<file path="config.mk">
export PLATFORM = sky130hd
export DESIGN_NAME = fpga_cfg_loader
export DESIGN_NICKNAME = d
export VERILOG_FILES = /design/src/rtl/fpga_cfg_loader.sv
export SDC_FILE = /design/constraint.sdc
export NUM_CORES = 1
export LEC_CHECK = 0
export ABC_AREA = 1
export BUFFER_PORTS_ARGS = -buffer_cell sky130_fd_sc_hd__buf_4
export CORE_UTILIZATION = 60
export DETAILED_ROUTE_END_ITERATION = 16
export GPL_ROUTABILITY_DRIVEN = 0
export PLACE_DENSITY_LB_ADDON = 0.25
export SLEW_MARGIN = 10
export SYNTH_ARGS = -nofsm -noshare
export SYNTH_HDL_FRONTEND = slang
export SYNTH_SLANG_ARGS = --single-unit
</file>
<file path="constraint.sdc">
create_clock -name clk -period 4.7 [get_ports clk]
set_clock_uncertainty 0.1 [all_clocks]
set_input_delay 0.94 -clock clk [delete_from_list [all_inputs] [get_ports clk]]
set_output_delay 0.94 -clock clk [all_outputs]
set_load 0.01 [all_outputs]
</file>
<file path="src/rtl/fpga_cfg_loader.sv">
// fpga_cfg_loader
// Loads configuration beats into the fabric programming chain. Each accepted
// DATA_W-bit beat is shifted LSB-first into a CHAIN_LEN-bit chain through
// prog_clk/prog_en/prog_in, two clk cycles per bit. A CRC-8 (poly 0x07,
// init 0x00) tracks every bit shifted in.
//
// Optional feature macro: FPGA_CFG_READBACK_EN
//   defined   : after loading, the chain is circulated once through
//               prog_out -> prog_in, a second CRC is built from the bits seen
//               and compared with crc; a mismatch ends in ERROR.
//   undefined : loading goes straight to DONE, error is tied 0, prog_out
//               is ignored.
//
// Ports
//   clk       in   system clock
//   rst       in   synchronous active-high reset
//   start     in   begin a load (honoured only in IDLE/DONE/ERROR)
//   in_data   in   configuration beat, LSB shifted first
//   in_valid  in   in_data valid
//   in_ready  out  loader can accept a beat
//   prog_clk  out  chain shift clock (registered)
//   prog_en   out  chain programming enable (registered)
//   prog_in   out  chain serial data in (registered)
//   prog_out  in   chain serial data out
//   busy      out  load or readback in progress
//   done      out  load (and readback) finished OK, held until start/rst
//   error     out  readback mismatch, held until start/rst
//   crc       out  CRC-8 of the bits loaded
//
// state     | meaning
// ----------+------------------------------------------------------
// IDLE      | waiting for start after reset
// LOAD      | in_ready high, waiting for a beat
// SHIFT     | shifting the bits of the current beat into the chain
// READBACK  | circulating the chain once, building the readback CRC
// DONE      | load completed, prog_en/prog_clk low
// ERROR     | readback CRC differed from crc
module fpga_cfg_loader #(
    parameter int CHAIN_LEN = 100,
    parameter int DATA_W    = 4
) (
    input  logic              clk,
    input  logic              rst,
    input  logic              start,
    input  logic [DATA_W-1:0] in_data,
    input  logic              in_valid,
    output logic              in_ready,
    output logic              prog_clk,
    output logic              prog_en,
    output logic              prog_in,
    input  logic              prog_out,
    output logic              busy,
    output logic              done,
    output logic              error,
    output logic [7:0]        crc
);

    localparam int CNT_W = $clog2(CHAIN_LEN + 1);
    localparam int K_W   = $clog2(DATA_W + 1);
    localparam logic [CNT_W-1:0] CNT_LAST = CNT_W'(CHAIN_LEN);

    typedef enum logic [2:0] {
        S_IDLE,
        S_LOAD,
        S_SHIFT,
`ifdef FPGA_CFG_READBACK_EN
        S_READBACK,
`endif
        S_DONE,
        S_ERROR
    } state_t;

    function automatic logic [7:0] crc8_step(input logic [7:0] c, input logic b);
        return {c[6:0], 1'b0} ^ ((c[7] ^ b) ? 8'h07 : 8'h00);
    endfunction

    state_t            state_q, state_d;
    logic              phase_q, phase_d;
    logic [CNT_W-1:0]  cnt_q, cnt_d;
    // beat_q holds only the bits of the beat not yet presented on prog_in
    logic [DATA_W-1:0] beat_q, beat_d;
    logic [K_W-1:0]    left_q, left_d;
    logic [7:0]        crc_q, crc_d;
    logic              clk_q, clk_d;
    logic              en_q, en_d;
    logic              pin_q, pin_d;
    logic [31:0]       rem;
    logic [K_W-1:0]    k;
`ifdef FPGA_CFG_READBACK_EN
    logic [7:0]        crc_rb_q, crc_rb_d;
`else
    logic              unused_prog_out;
    assign unused_prog_out = prog_out;
`endif

    // bits this beat may still contribute; upper beat bits past the chain end are dropped
    assign rem = 32'(CHAIN_LEN) - 32'(cnt_q);
    assign k   = (rem >= 32'(DATA_W)) ? K_W'(DATA_W) : K_W'(rem);

    always_ff @(posedge clk) begin
        if (rst) begin
            state_q  <= S_IDLE;
            phase_q  <= 1'b0;
            cnt_q    <= '0;
            beat_q   <= '0;
            left_q   <= '0;
            crc_q    <= 8'h00;
            clk_q    <= 1'b0;
            en_q     <= 1'b0;
            pin_q    <= 1'b0;
`ifdef FPGA_CFG_READBACK_EN
            crc_rb_q <= 8'h00;
`endif
        end else begin
            state_q  <= state_d;
            phase_q  <= phase_d;
            cnt_q    <= cnt_d;
            beat_q   <= beat_d;
            left_q   <= left_d;
            crc_q    <= crc_d;
            clk_q    <= clk_d;
            en_q     <= en_d;
            pin_q    <= pin_d;
`ifdef FPGA_CFG_READBACK_EN
            crc_rb_q <= crc_rb_d;
`endif
        end
    end

    always_comb begin
        state_d  = state_q;
        phase_d  = phase_q;
        cnt_d    = cnt_q;
        beat_d   = beat_q;
        left_d   = left_q;
        crc_d    = crc_q;
        clk_d    = 1'b0;
        en_d     = en_q;
        pin_d    = pin_q;
`ifdef FPGA_CFG_READBACK_EN
        crc_rb_d = crc_rb_q;
`endif
        case (state_q)
            S_IDLE, S_DONE, S_ERROR: begin
                if (start) begin
                    state_d = S_LOAD;
                    cnt_d   = '0;
                    crc_d   = 8'h00;
                    en_d    = 1'b1;
                end
            end
            S_LOAD: begin
                if (in_valid) begin
                    // first bit goes out with the accept edge so phase 0 follows at once
                    state_d = S_SHIFT;
                    phase_d = 1'b0;
                    beat_d  = in_data >> 1;
                    left_d  = k - K_W'(1);
                    pin_d   = in_data[0];
                    crc_d   = crc8_step(crc_q, in_data[0]);
                    cnt_d   = cnt_q + CNT_W'(1);
                end
            end
            S_SHIFT: begin
                if (!phase_q) begin
                    phase_d = 1'b1;
                    clk_d   = 1'b1;
                end else if (left_q != '0) begin
                    phase_d = 1'b0;
                    beat_d  = beat_q >> 1;
                    left_d  = left_q - K_W'(1);
                    pin_d   = beat_q[0];
                    crc_d   = crc8_step(crc_q, beat_q[0]);
                    cnt_d   = cnt_q + CNT_W'(1);
                end else if (cnt_q != CNT_LAST) begin
                    state_d = S_LOAD;
                end else begin
`ifdef FPGA_CFG_READBACK_EN
                    // cnt_q now counts circulated bits
                    state_d  = S_READBACK;
                    phase_d  = 1'b0;
                    cnt_d    = CNT_W'(1);
                    pin_d    = prog_out;
                    crc_rb_d = crc8_step(8'h00, prog_out);
`else
                    state_d = S_DONE;
                    en_d    = 1'b0;
`endif
                end
            end
`ifdef FPGA_CFG_READBACK_EN
            S_READBACK: begin
                if (!phase_q) begin
                    phase_d = 1'b1;
                    clk_d   = 1'b1;
                end else if (cnt_q != CNT_LAST) begin
                    phase_d  = 1'b0;
                    pin_d    = prog_out;
                    crc_rb_d = crc8_step(crc_rb_q, prog_out);
                    cnt_d    = cnt_q + CNT_W'(1);
                end else begin
                    state_d = (crc_rb_q == crc_q) ? S_DONE : S_ERROR;
                    en_d    = 1'b0;
                end
            end
`endif
            default: state_d = S_IDLE;
        endcase
    end

    assign in_ready = (state_q == S_LOAD);
    assign prog_clk = clk_q;
    assign prog_en  = en_q;
    assign prog_in  = pin_q;
    assign done     = (state_q == S_DONE);
    assign crc      = crc_q;
`ifdef FPGA_CFG_READBACK_EN
    assign busy  = (state_q == S_LOAD) || (state_q == S_SHIFT) || (state_q == S_READBACK);
    assign error = (state_q == S_ERROR);
`else
    assign busy  = (state_q == S_LOAD) || (state_q == S_SHIFT);
    assign error = 1'b0;
`endif

endmodule
</file>
Word level (Yosys, flattened, before mapping):

Index checks and enable logic that the tools add are counted.

* bits in registers: 29
* latch bits: 0
* RAM bits: 0
* ROM bits: 0
* input port bits: 9
* output and inout bits: 15
* word-level logic and storage cells: 84
* memories: 0

* add/sub/neg operators: 4
* multiply operators: 0
* divide/modulo/power cells: 0
* $lt $le $gt $ge: 1
* equal/unequal tests: 11
* shifts and indexed selects: 0
* mux-type cells: 41
* bitwise logic cells: 5
* reduce and logical (&&, ||, !) cells: 13

Operators by type and width (count)
* 32-bit by 3-bit >= comparator with 1-bit output (second input constant): 1
* 8-bit 2-to-1 mux: 4
* 3-bit 2-to-1 mux: 10
* 7-bit 2-to-1 mux: 4
* 8-bit one-hot mux with 3 select lines: 1
* 7-bit one-hot mux with 3 select lines: 1
* 8-bit by 3-bit bitwise XOR with 8-bit output: 2
* 4-bit 2-to-1 mux: 3
* 2-bit inequality test (second input constant): 6
* 1-bit 2-to-1 mux: 11
* 5-bit AND reduction: 2
* 3-bit one-hot mux with 3 select lines: 1
* 4-bit one-hot mux with 2 select lines: 1
* 4-bit AND reduction: 2
* 7-bit by 7-bit subtractor with 8-bit output (first input constant): 1
* 7-bit by 1-bit adder with 7-bit output (second input constant): 1
* 7-bit inequality test (second input constant): 1
* 3-bit by 2-bit equality test with 1-bit output (second input constant): 2
* 1-bit one-hot mux with 2 select lines: 3
* 3-bit one-hot mux with 2 select lines: 1
* 3-bit nonzero test: 2
* 3-bit by 1-bit subtractor with 3-bit output (second input constant): 2
* 2-bit nonzero test: 2
* 3-bit by 1-bit equality test with 1-bit output (second input constant): 1
* other kinds (9): 10

Longest topological paths before layout:

* word-level depth: 6
* gate-level depth with buffers: 17
* gate-level depth less buffers: 17

Worst setup path after synthesis:

OpenSTA, ideal clock, no wires.

* path type: register to output
* start point: register state_q[0]
* end point: output busy
* arrival: 0.930 ns
* required time: 3.660 ns
* setup slack: 2.730 ns
* cell stages (with the launch flop): 4
* path buffers: 0
* path through: dfxtp_1 > inv_1 > ha_1 > inv_1

* cells in the longest elaborated chain, start to end: 2
* elaborated cells between the ends (all ways): 3
* those cells by class: 2 x eq/ne; 1 x reduce/logical

RTL lines
* start, declared: line 77 `state_t state_q, state_d;`
* start signal, assigned: line 115 `state_q <= state_d;`
* 3-bit by 1-bit equality test with 1-bit output or 3-bit by 2-bit equality test with 1-bit output (tied branches): line 221 `assign busy = (state_q == S_LOAD) || (state_q == S_SHIFT);`
* 1-bit logical OR (*): line 221
* end, declared: line 52 `output logic busy,`

Mark *: on every way between the ends. The rest lies on a longest branch, timed or not.

Worst setup path in the final report:

Same ends and word-level chain as after synthesis.

==> reports/results.ini <==
[sta]
final.setup.tns_ns=0
period_needed_ns=2.52
tightest_slew_ns=0.609
rsz0062_at_grt=no
fmax_ghz=0.397
whs_ns=0.384
finalMaxSlewViolations=0
final_hold_viol_count=0
post-route-period-util_pct=53.6
relSlewSlack_pct=59.4
setup_viol_count_final=0

[routing]
vias_per_cell=5.50
antenna_left=0
vias=1392
drc=0
wl_um=3000
wl_per_cell_um=11.8
drt_iter0_markers=51
firstDrtPassIters=4

[global_routing]
grt_usage_pct=24.5
gr-usage-met2_pct=41.7
grt_pass1_vias=1217
grt_pass1_wl_um=5000
busiest_layer=met2
met1_usage_pct=30.3
antenna_found_initial=0
gr-total-overflow=0
grt_max_degree=19
grt_util_met3_pct=3.48

[cts]
cts_root_buffer=clkbuf_4
postCtsHoldBufs=0
postCtsResizedCells=0
cts_max_level=1
cts_tree=done
cts_made_buffers=3
clk_pin_slew_ns=0.13
cts.sinks=27
clk_latency_ns=0.33
cts_buffer_depth=2
cts_setup_buffers=0

[cells_and_area]
n_fill_cell=168
finalCoreUtilization_pct=73.6
n_antenna_cell=0
nets=243
layout_commonest_cell=nand2_1
mostFrequentLayoutCells=53 x nand2_1, 27 x dfxtp_1, 21 x buf_4, 20 x inv_1, 18 x a21oi_1
area_growth_pct=11.6
finalNonFillerCells=253
drive_above_1_share_pct=18.2

[setup_path]
criticalPathCategory=flop to primary output
crit_fanout=5
cp.arrival_ns=1.48
crit_required_ns=3.66
startpoint_type=flop
end_kind=primary output

[power]
p_leak_nw=0.738
clkPwrFrac_pct=10.0
internal_power_mw=0.524
p_seq_share_pct=33.1
ir_drop_mv=0.522
p_per_area_nw_per_um2=600
p_comb_share_pct=56.9
p_total_mw=1.01
switching_share_pct=48.4
p_switching_mw=0.491

[yosys]
synthFlopType=dfxtp_1
ys_seq_area_share_pct=35.6
synth_edf_count=0
async_reset_ff_share_pct=0
ys_warn_count=0
syn_avg_cell_area_sq_um=7.33
syn_inst=207
synth_area_sq_um=1520
yosys_register_bits=27
synth_nets=224
synth.distinct_cells=31

[floorplanning]
initial_utilization_pct=66.0
die_w_um=52.3
die_h_um=52.3
ios=24
die_area_sq_um=2730
rows=17
design.core.area_sq_um=2300

[placement]
port_buffers=21
dp_hpwl_um=2280
dp_cells=249

[run_status]
status=finished, final reports clean

[job]
max_cap_viol_count=0

[worst_hold_path]
min_path_type=flop to flop

[sequential cells by signal (all words and copies together) (netlist names)]
signal    count
crc           8
cnt_q         7
beat_q        3
left_q        3
state_q       2
phase_q       1
prog_clk      1
prog_en       1
prog_in       1
[kinds of logic (layout without fill, tap and decap cells)]
group / after synthesis / count (layout) / synth area share, %
AND/OR/NAND/NOR: 95 / 95 / 30.3
AO/OA/AOI/OAI: 42 / 42 / 15.8
buffers and inverters: 29 / 47 / 8.58
flip-flops: 27 / 27 / 35.6
adder cells (fa/ha/maj): 8 / 8 / 6.60
XOR/XNOR: 5 / 5 / 2.89
other: 1 / 1 / 0.247
[synth_stat cells (3+ instances only)]
cell type / count / area, sq um
o21ai_0: 10 / 50.1
ha_1: 8 / 100
nand2_1: 53 / 199
a21oi_1: 18 / 90.1
a31oi_1: 4 / 25.0
xor2_1: 3 / 26.3
inv_1: 20 / 75.1
o21ai_1: 5 / 25.0
dfxtp_1: 27 / 541
nor2_1: 16 / 60.1
nor2_4: 3 / 33.8
nand3_1: 10 / 50.1
[metrics by stage]
stage / setup slack, ns / cell area (sq um)
final: 2.18 / 1690
after global routing: 2.09 / 1690
after CTS: 2.17 / 1690
after global placement: 2.55 / 1660
after floorplan: 2.73 / 1520
after detailed placement: 2.46 / 1660
[path summary, 6_finish.rpt]
kind	cells past startpoint	slack [ns]	to	start
worst max-delay path	4	2.18	busy	state_q[0]$_SDFFE_PP0P_
worst min-delay path	2	0.38	beat_q[2]$_SDFFE_PP0P_	beat_q[2]$_SDFFE_PP0P_
worst max register to register	17	2.51	left_q[2]$_SDFFE_PP0P_	cnt_q[0]$_SDFFE_PP0P_
worst min register to register	2	0.38	beat_q[2]$_SDFFE_PP0P_	beat_q[2]$_SDFFE_PP0P_
[per-layer routing]
layer | vias to the layer above | part of all wire [%] | routed length (um)
li1 | 709 | - | -
met1 | 637 | 46 | 1380
met2 | 39 | 48 | 1430
met3 | 7 | 4.2 | 126
met4 | 0 | 1.9 | 56
met5 | - | 0 | 0
[final cells by class]
type	count	area (sq um)	area share (%)
Clock inverter	1	7.51	0.444
Inverter	22	82.6	4.88
Tap cell	28	35.0	2.07
Timing Repair Buffer	21	158	9.32
Sequential cell	27	541	32.0
Multi-Input combinational cell	151	846	50.0
Clock buffer	3	22.5	1.33
[power groups by stage]
stage | clock network [mW] | logic (mW) | registers (mW)
detailed placement | 0 | 0.575 | 0.340
finish | 0.102 | 0.578 | 0.335
floorplan | 0 | 0.475 | 0.335
global placement | 0 | 0.555 | 0.335
global route | 0.113 | 0.648 | 0.342
CTS | 0.105 | 0.578 | 0.334
[worst max-delay path: stages, from the launching register on]
cell and delay, ns:
dfxtp_1 0.42, inv_1 0.07, ha_1 0.36, inv_1 0.16, buf_4 0.15
No activity file was read; power rests on OpenSTA's default activity.
